**src/rtl/multi_digit_printer_pkg.sv**
```systemverilog
// Shared definitions for the multi-digit glyph printer: FSM encoding, blank glyph
// code, default geometry and the screen-coordinate helper.
package multi_digit_printer_pkg;

    typedef enum logic [2:0] {
        ST_IDLE     = 3'd0,
        ST_LOAD     = 3'd1,
        ST_EMIT     = 3'd2,
        ST_WAIT_ACK = 3'd3,
        ST_FINISH   = 3'd4
    } state_t;

    localparam logic [3:0] BLANK_CODE = 4'd12;

    localparam int DEF_NUM_FIELDS = 2;
    localparam int DEF_NUM_DIGITS = 4;
    localparam int DEF_DIGIT_BITS = 1;
    localparam int DEF_BASE_X     = 151;
    localparam int DEF_BASE_Y     = 87;
    localparam int DEF_PITCH_X    = 9;
    localparam int DEF_PITCH_Y    = 16;

    // Screen coordinates are 10 bits and intentionally wrap modulo 1024.
    function automatic logic [9:0] coord(input int base, input int idx, input int pitch);
        return 10'(base + idx * pitch);
    endfunction

endpackage

```
**src/rtl/multi_digit_printer_digit_select.sv**
```systemverilog
// Combinational digit extraction (digit 0 = most significant) plus a flag that is
// set when the selected digit and every more significant digit are zero.
module digit_select #(
    parameter int NUM_DIGITS = 4,
    parameter int DIGIT_BITS = 1
) (
    input  logic [NUM_DIGITS*DIGIT_BITS-1:0]                 field_i,
    input  logic [((NUM_DIGITS > 1) ? $clog2(NUM_DIGITS) : 1)-1:0] digit_idx_i,
    output logic [3:0]                                       digit_o,
    output logic                                             lead_zero_o
);

    // Walk digits from the most significant end down to the selected one.
    always_comb begin
        digit_o     = 4'd0;
        lead_zero_o = 1'b1;
        for (int i = 0; i < NUM_DIGITS; i++) begin
            if (i <= int'(digit_idx_i)) begin
                if (field_i[(NUM_DIGITS-1-i)*DIGIT_BITS +: DIGIT_BITS] != '0) begin
                    lead_zero_o = 1'b0;
                end else begin
                    lead_zero_o = lead_zero_o;
                end
            end else begin
                lead_zero_o = lead_zero_o;
            end
            if (i == int'(digit_idx_i)) begin
                digit_o = 4'(field_i[(NUM_DIGITS-1-i)*DIGIT_BITS +: DIGIT_BITS]);
            end else begin
                digit_o = digit_o;
            end
        end
    end

endmodule

```
**src/rtl/multi_digit_printer.sv**
```systemverilog
// Prints NUM_FIELDS rows of NUM_DIGITS digits to a glyph renderer, one digit per
// VALID/READY handshake, from a snapshot of DATA taken when a pass starts.
module multi_digit_printer
    import multi_digit_printer_pkg::*;
#(
    parameter int NUM_FIELDS = DEF_NUM_FIELDS,
    parameter int NUM_DIGITS = DEF_NUM_DIGITS,
    parameter int DIGIT_BITS = DEF_DIGIT_BITS,
    parameter int BASE_X     = DEF_BASE_X,
    parameter int BASE_Y     = DEF_BASE_Y,
    parameter int PITCH_X    = DEF_PITCH_X,
    parameter int PITCH_Y    = DEF_PITCH_Y
) (
    input  logic                                   F25MHZ,
    input  logic                                   RST_N,
    input  logic                                   START,
    input  logic                                   LZ_SUPPRESS,
    input  logic [NUM_FIELDS*NUM_DIGITS*DIGIT_BITS-1:0] DATA,
    input  logic                                   READY,
    output logic [9:0]                             DIGIT_LOW_X,
    output logic [9:0]                             DIGIT_LOW_Y,
    output logic [3:0]                             NUMBER,
    output logic                                   VALID,
    output logic                                   BUSY,
    output logic                                   DONE
);

    localparam int FW  = NUM_DIGITS * DIGIT_BITS;
    localparam int DW  = NUM_FIELDS * FW;
    localparam int FCW = (NUM_FIELDS > 1) ? $clog2(NUM_FIELDS) : 1;
    localparam int DCW = (NUM_DIGITS > 1) ? $clog2(NUM_DIGITS) : 1;

    state_t          state_q, state_d;
    logic [DW-1:0]   snap_q, snap_d;
    logic [FCW-1:0]  field_q, field_d;
    logic [DCW-1:0]  digit_q, digit_d;
    logic [9:0]      x_q, x_d, y_q, y_d;
    logic [3:0]      num_q, num_d;
    logic            valid_q, valid_d, busy_q, busy_d, done_q, done_d;

    logic [FW-1:0]   field_val_s;
    logic [3:0]      digit_s;
    logic            lead_zero_s, last_digit_s, last_field_s;

    assign field_val_s  = snap_q[field_q*FW +: FW];
    assign last_digit_s = (int'(digit_q) == NUM_DIGITS - 1);
    assign last_field_s = (int'(field_q) == NUM_FIELDS - 1);

    digit_select #(
        .NUM_DIGITS (NUM_DIGITS),
        .DIGIT_BITS (DIGIT_BITS)
    ) u_digit_select (
        .field_i     (field_val_s),
        .digit_idx_i (digit_q),
        .digit_o     (digit_s),
        .lead_zero_o (lead_zero_s)
    );

    // Next-state and output-register decode; outputs change only on state exits.
    always_comb begin
        state_d = state_q;
        snap_d  = snap_q;
        field_d = field_q;
        digit_d = digit_q;
        x_d     = x_q;
        y_d     = y_q;
        num_d   = num_q;
        valid_d = valid_q;
        busy_d  = busy_q;
        done_d  = 1'b0;
        case (state_q)
            ST_IDLE: begin
                if (START) begin
                    state_d = ST_LOAD;
                end else begin
                    state_d = ST_IDLE;
                end
            end
            ST_LOAD: begin
                snap_d  = DATA;
                field_d = '0;
                digit_d = '0;
                busy_d  = 1'b1;
                state_d = ST_EMIT;
            end
            ST_EMIT: begin
                x_d     = coord(BASE_X, int'(digit_q), PITCH_X);
                y_d     = coord(BASE_Y, int'(field_q), PITCH_Y);
                // The rightmost digit always prints so a zero field still shows "0".
                if (LZ_SUPPRESS && lead_zero_s && !last_digit_s) begin
                    num_d = BLANK_CODE;
                end else begin
                    num_d = digit_s;
                end
                valid_d = 1'b1;
                state_d = ST_WAIT_ACK;
            end
            ST_WAIT_ACK: begin
                if (READY) begin
                    valid_d = 1'b0;
                    if (!last_digit_s) begin
                        digit_d = digit_q + 1'b1;
                        state_d = ST_EMIT;
                    end else if (!last_field_s) begin
                        digit_d = '0;
                        field_d = field_q + 1'b1;
                        state_d = ST_EMIT;
                    end else begin
                        state_d = ST_FINISH;
                    end
                end else begin
                    state_d = ST_WAIT_ACK;
                end
            end
            ST_FINISH: begin
                valid_d = 1'b0;
                busy_d  = 1'b0;
                done_d  = 1'b1;
                num_d   = BLANK_CODE;
                state_d = ST_IDLE;
            end
            default: begin
                state_d = ST_IDLE;
            end
        endcase
    end

    // State and output registers.
    always_ff @(posedge F25MHZ or negedge RST_N) begin
        if (!RST_N) begin
            state_q <= ST_IDLE;
            snap_q  <= '0;
            field_q <= '0;
            digit_q <= '0;
            x_q     <= 10'(BASE_X);
            y_q     <= 10'(BASE_Y);
            num_q   <= BLANK_CODE;
            valid_q <= 1'b0;
            busy_q  <= 1'b0;
            done_q  <= 1'b0;
        end else begin
            state_q <= state_d;
            snap_q  <= snap_d;
            field_q <= field_d;
            digit_q <= digit_d;
            x_q     <= x_d;
            y_q     <= y_d;
            num_q   <= num_d;
            valid_q <= valid_d;
            busy_q  <= busy_d;
            done_q  <= done_d;
        end
    end

    assign DIGIT_LOW_X = x_q;
    assign DIGIT_LOW_Y = y_q;
    assign NUMBER      = num_q;
    assign VALID       = valid_q;
    assign BUSY        = busy_q;
    assign DONE        = done_q;

endmodule

```
**config.mk**
```make
export PLATFORM = sky130hd
export DESIGN_NAME = multi_digit_printer
export DESIGN_NICKNAME = d
export VERILOG_FILES = /design/src/rtl/multi_digit_printer_pkg.sv /design/src/rtl/multi_digit_printer_digit_select.sv /design/src/rtl/multi_digit_printer.sv
export SDC_FILE = /design/constraint.sdc
export NUM_CORES = 1
export LEC_CHECK = 0
export CAP_MARGIN = 40
export CORE_ASPECT_RATIO = 0.5
export CORE_MARGIN = 8
export CORE_UTILIZATION = 51
export DETAILED_ROUTE_END_ITERATION = 6
export GPL_TIMING_DRIVEN = 0
export PLACE_DENSITY = 0.82
export SYNTH_ARGS = -nofsm -noshare
export SYNTH_HDL_FRONTEND = slang
export SYNTH_HIERARCHICAL = 1
export SYNTH_SLANG_ARGS = --single-unit
```
**constraint.sdc**
```tcl
create_clock -name F25MHZ -period 3.95 [get_ports F25MHZ]
set_input_delay 1.185 -clock F25MHZ [delete_from_list [all_inputs] [get_ports F25MHZ]]
set_output_delay 1.185 -clock F25MHZ [all_outputs]
set_load 0.02 [all_outputs]
```
==> metrics <==
Root Buffer clkbuf_8; Placer Congestion ~0.75; final-layout fill cell count 197; Post-DP HPWL roughly 2.2 mm; global route overflow 0; Reg power frac 0.351; min-delay src DIGIT_LOW_X[2]; Critical R2R Capture NUMBER[2]; post-route ant nets 0; Post-CTS Resized 0; outcome finished, final reports clean; top cells by area, synth dfrtp_1 39%, dfstp_2 11%, mux2_2 9.5%; htree depth 1; die height approximately 53 um; max cap viols 0; hold endpoint DIGIT_LOW_X[2]; first-pass GRT wire length between 4 and 5 mm; share of synthesized registers carrying an async set or reset 1.00; All-Layer GR Usage 0.123; peak supply drop about 0.35 mV; Worst R2R Start field_q; P&R area growth vs syn 31.5%; Hold Path Stages 2; CTS tree built; Initial Util 0.543; Syn Area/Cell around 11 sq um; post-CTS setup buffers 0; die width between 90 and 100 um; Sw Pwr between 500 and 600 uW; number of diodes 0; synth cell count leaders 22 x dfrtp_1, 19 x nand2_1, 16 x buf_4; Vias per Instance just under 5; core box area 0.00262 sq mm; Setup CP Type reg2out; FF-to-FF setup slack about 1900 ps; DRC viols 0; slew margin rel. 0.491; HP Class reg2reg; Critical Path End Type output port; area of the die between 0.004 and 0.005 sq mm; initial antenna violation count 0; Least-Margin Pin Slew between 700 and 800 ps; total routed wirelength between 2 and 3 mm; clk_lat worst skew ~280 ps; Area after DPL around 0.0018 sq mm; clk buf depth 2; final setup vio count 0; vias in the first global route approximately 1000; share of the synthesized area in the top cell type 0.387; Mapped Area 0.00142 sq mm; power share of the clock group 0.149; leak pwr around 0.00086 uW; Post-synth EDFFs 0; # IOs 40; flops & latches, synth 28; layout cells sized above 1 0.253; Post-layout nets between 150 and 200; Min Clock Period, post-route 2690 ps; R2R cell count 7; vias post-DR about 1000; pin count of the biggest net entering global routing 17; fmax roughly 370 MHz; DR pass1 iterations 4; Tcrit/Tclk final 0.682; Yosys warning total 6; most used flip-flop cell after synthesis dfrtp_1; synth unique cells 35; CTS Buf Count 3; switching share of power 0.369; endpoints failing hold 0; Pint about 950 uW; CP arrival approximately 1500 ps; Final TNS setup 0 ps; Comb power frac 0.500; area leader, netlist dfrtp_1; clk_skew between 8 and 9 ps; WL/cell around 13 um; fin. max-slew vios 0; startpoint types register; Worst Path Required 2760 ps; post-synthesis sequential area ratio 0.498; unrepaired setup endpoints after global routing no; Syn Inst Count 130; Port Buffers 27; P per Cell Area 802 mW/mm^2; CTS Sinks 28; clk slew on worst S/H paths roughly 100 ps; largest fanout on the critical path 3; Total Power 1500 uW; Post-CTS Hold Fix Bufs 0; row cnt 13; top-count cell post-synth dfrtp_1; design area 0.00187 sq mm; worst hold margin roughly 470 ps; initial drt markers 50
==> layout make-up <==
class                   instances  area [sq um]  area share
inverters                       3          11.3     0.00602
well taps                      37          46.3      0.0248
repair buffers                 28           285       0.153
plain buffers                  20           136      0.0730
multi-input cells              91           611       0.327
clock buffers                   3          41.3      0.0221
flip-flops and latches         28           708       0.379
clock inverters                 1          30.0      0.0161
==> kinds of logic (layout without fill, tap and decap cells) <==
group                      count (synthesis)  after routing  synth area share
muxes                                     13             13             0.111
adders and majority gates                  4              4            0.0352
buffers and inverters                     23             55             0.104
DFF                                       28             28             0.498
AOI/OAI and AO/OA                         24             24             0.119
other                                      3             15           0.00792
and+or+nand+nor                           35             35             0.125
==> critical path, stage by stage, from the launching register on <==
cell and delay, ps:
dfstp_2 550, buf_4 100, clkdlybuf4s50_1 590
==> worst max path at each step <==
stage                   startpoint              to  slack (ps)  cells past startpoint
floorplan                    READY      digit_q[0]        2030                      3
global placement             RST_N  DIGIT_LOW_X[3]        1320                      1
detailed placement           READY      digit_q[0]        1380                      4
CTS                 DIGIT_LOW_X[1]  DIGIT_LOW_X[4]        1240                      2
global route        DIGIT_LOW_X[1]  DIGIT_LOW_X[4]        1200                      2
finish              DIGIT_LOW_X[1]  DIGIT_LOW_X[4]        1260                      2
==> routing by layer <==
metal | global-route usage | vias up | share of wire
li1 | - | 510 | -
met1 | 0.139 | 470 | 0.47
met2 | 0.209 | 31 | 0.44
met3 | 0.0493 | 5 | 0.065
met4 | 0.0518 | 0 | 0.019
met5 | 0 | - | 0
==> sequential cells by signal, indices dropped and copies added (netlist names), 2 cells and up <==
signal and flops:
DIGIT_LOW_X 5, DIGIT_LOW_Y 2, NUMBER 4, digit_q 2, snap_q 8, state_q 3
==> metrics by stage <==
stage,setup slack (ps),utilization,cells
final,1260,0.714,211
after global routing,1200,0.714,211
after CTS,1240,0.714,211
after detailed placement,1380,0.687,207
after global placement,1320,0.681,206
after floorplan,2030,-,142
==> cells in the final DEF (no fill, tap or decap), types with 2 or more instances in the layout <==
cell	count
o22a_1	2
inv_1	3
conb_1	15
a22o_1	3
nand2_1	19
a211oi_1	2
clkbuf_8	3
buf_4	16
or3b_1	2
nor2_1	5
dfrtp_1	22
o21ai_0	2
dfstp_2	6
clkdlybuf4s50_1	27
o21ai_1	4
nand2b_1	2
clkbuf_1	3
ha_1	4
o21a_1	3
mux2_2	12
==> power groups by stage <==
stage                     combinational (uW)  clock, uW  sequential, uW
after global placement                   730          0             524
after detailed placement                 752          0             533
after CTS                                755        232             528
final                                    749        224             526
after floorplan                          447          0             588
after global routing                     825        242             547
Note: power is estimated with default switching activity, not from simulation.
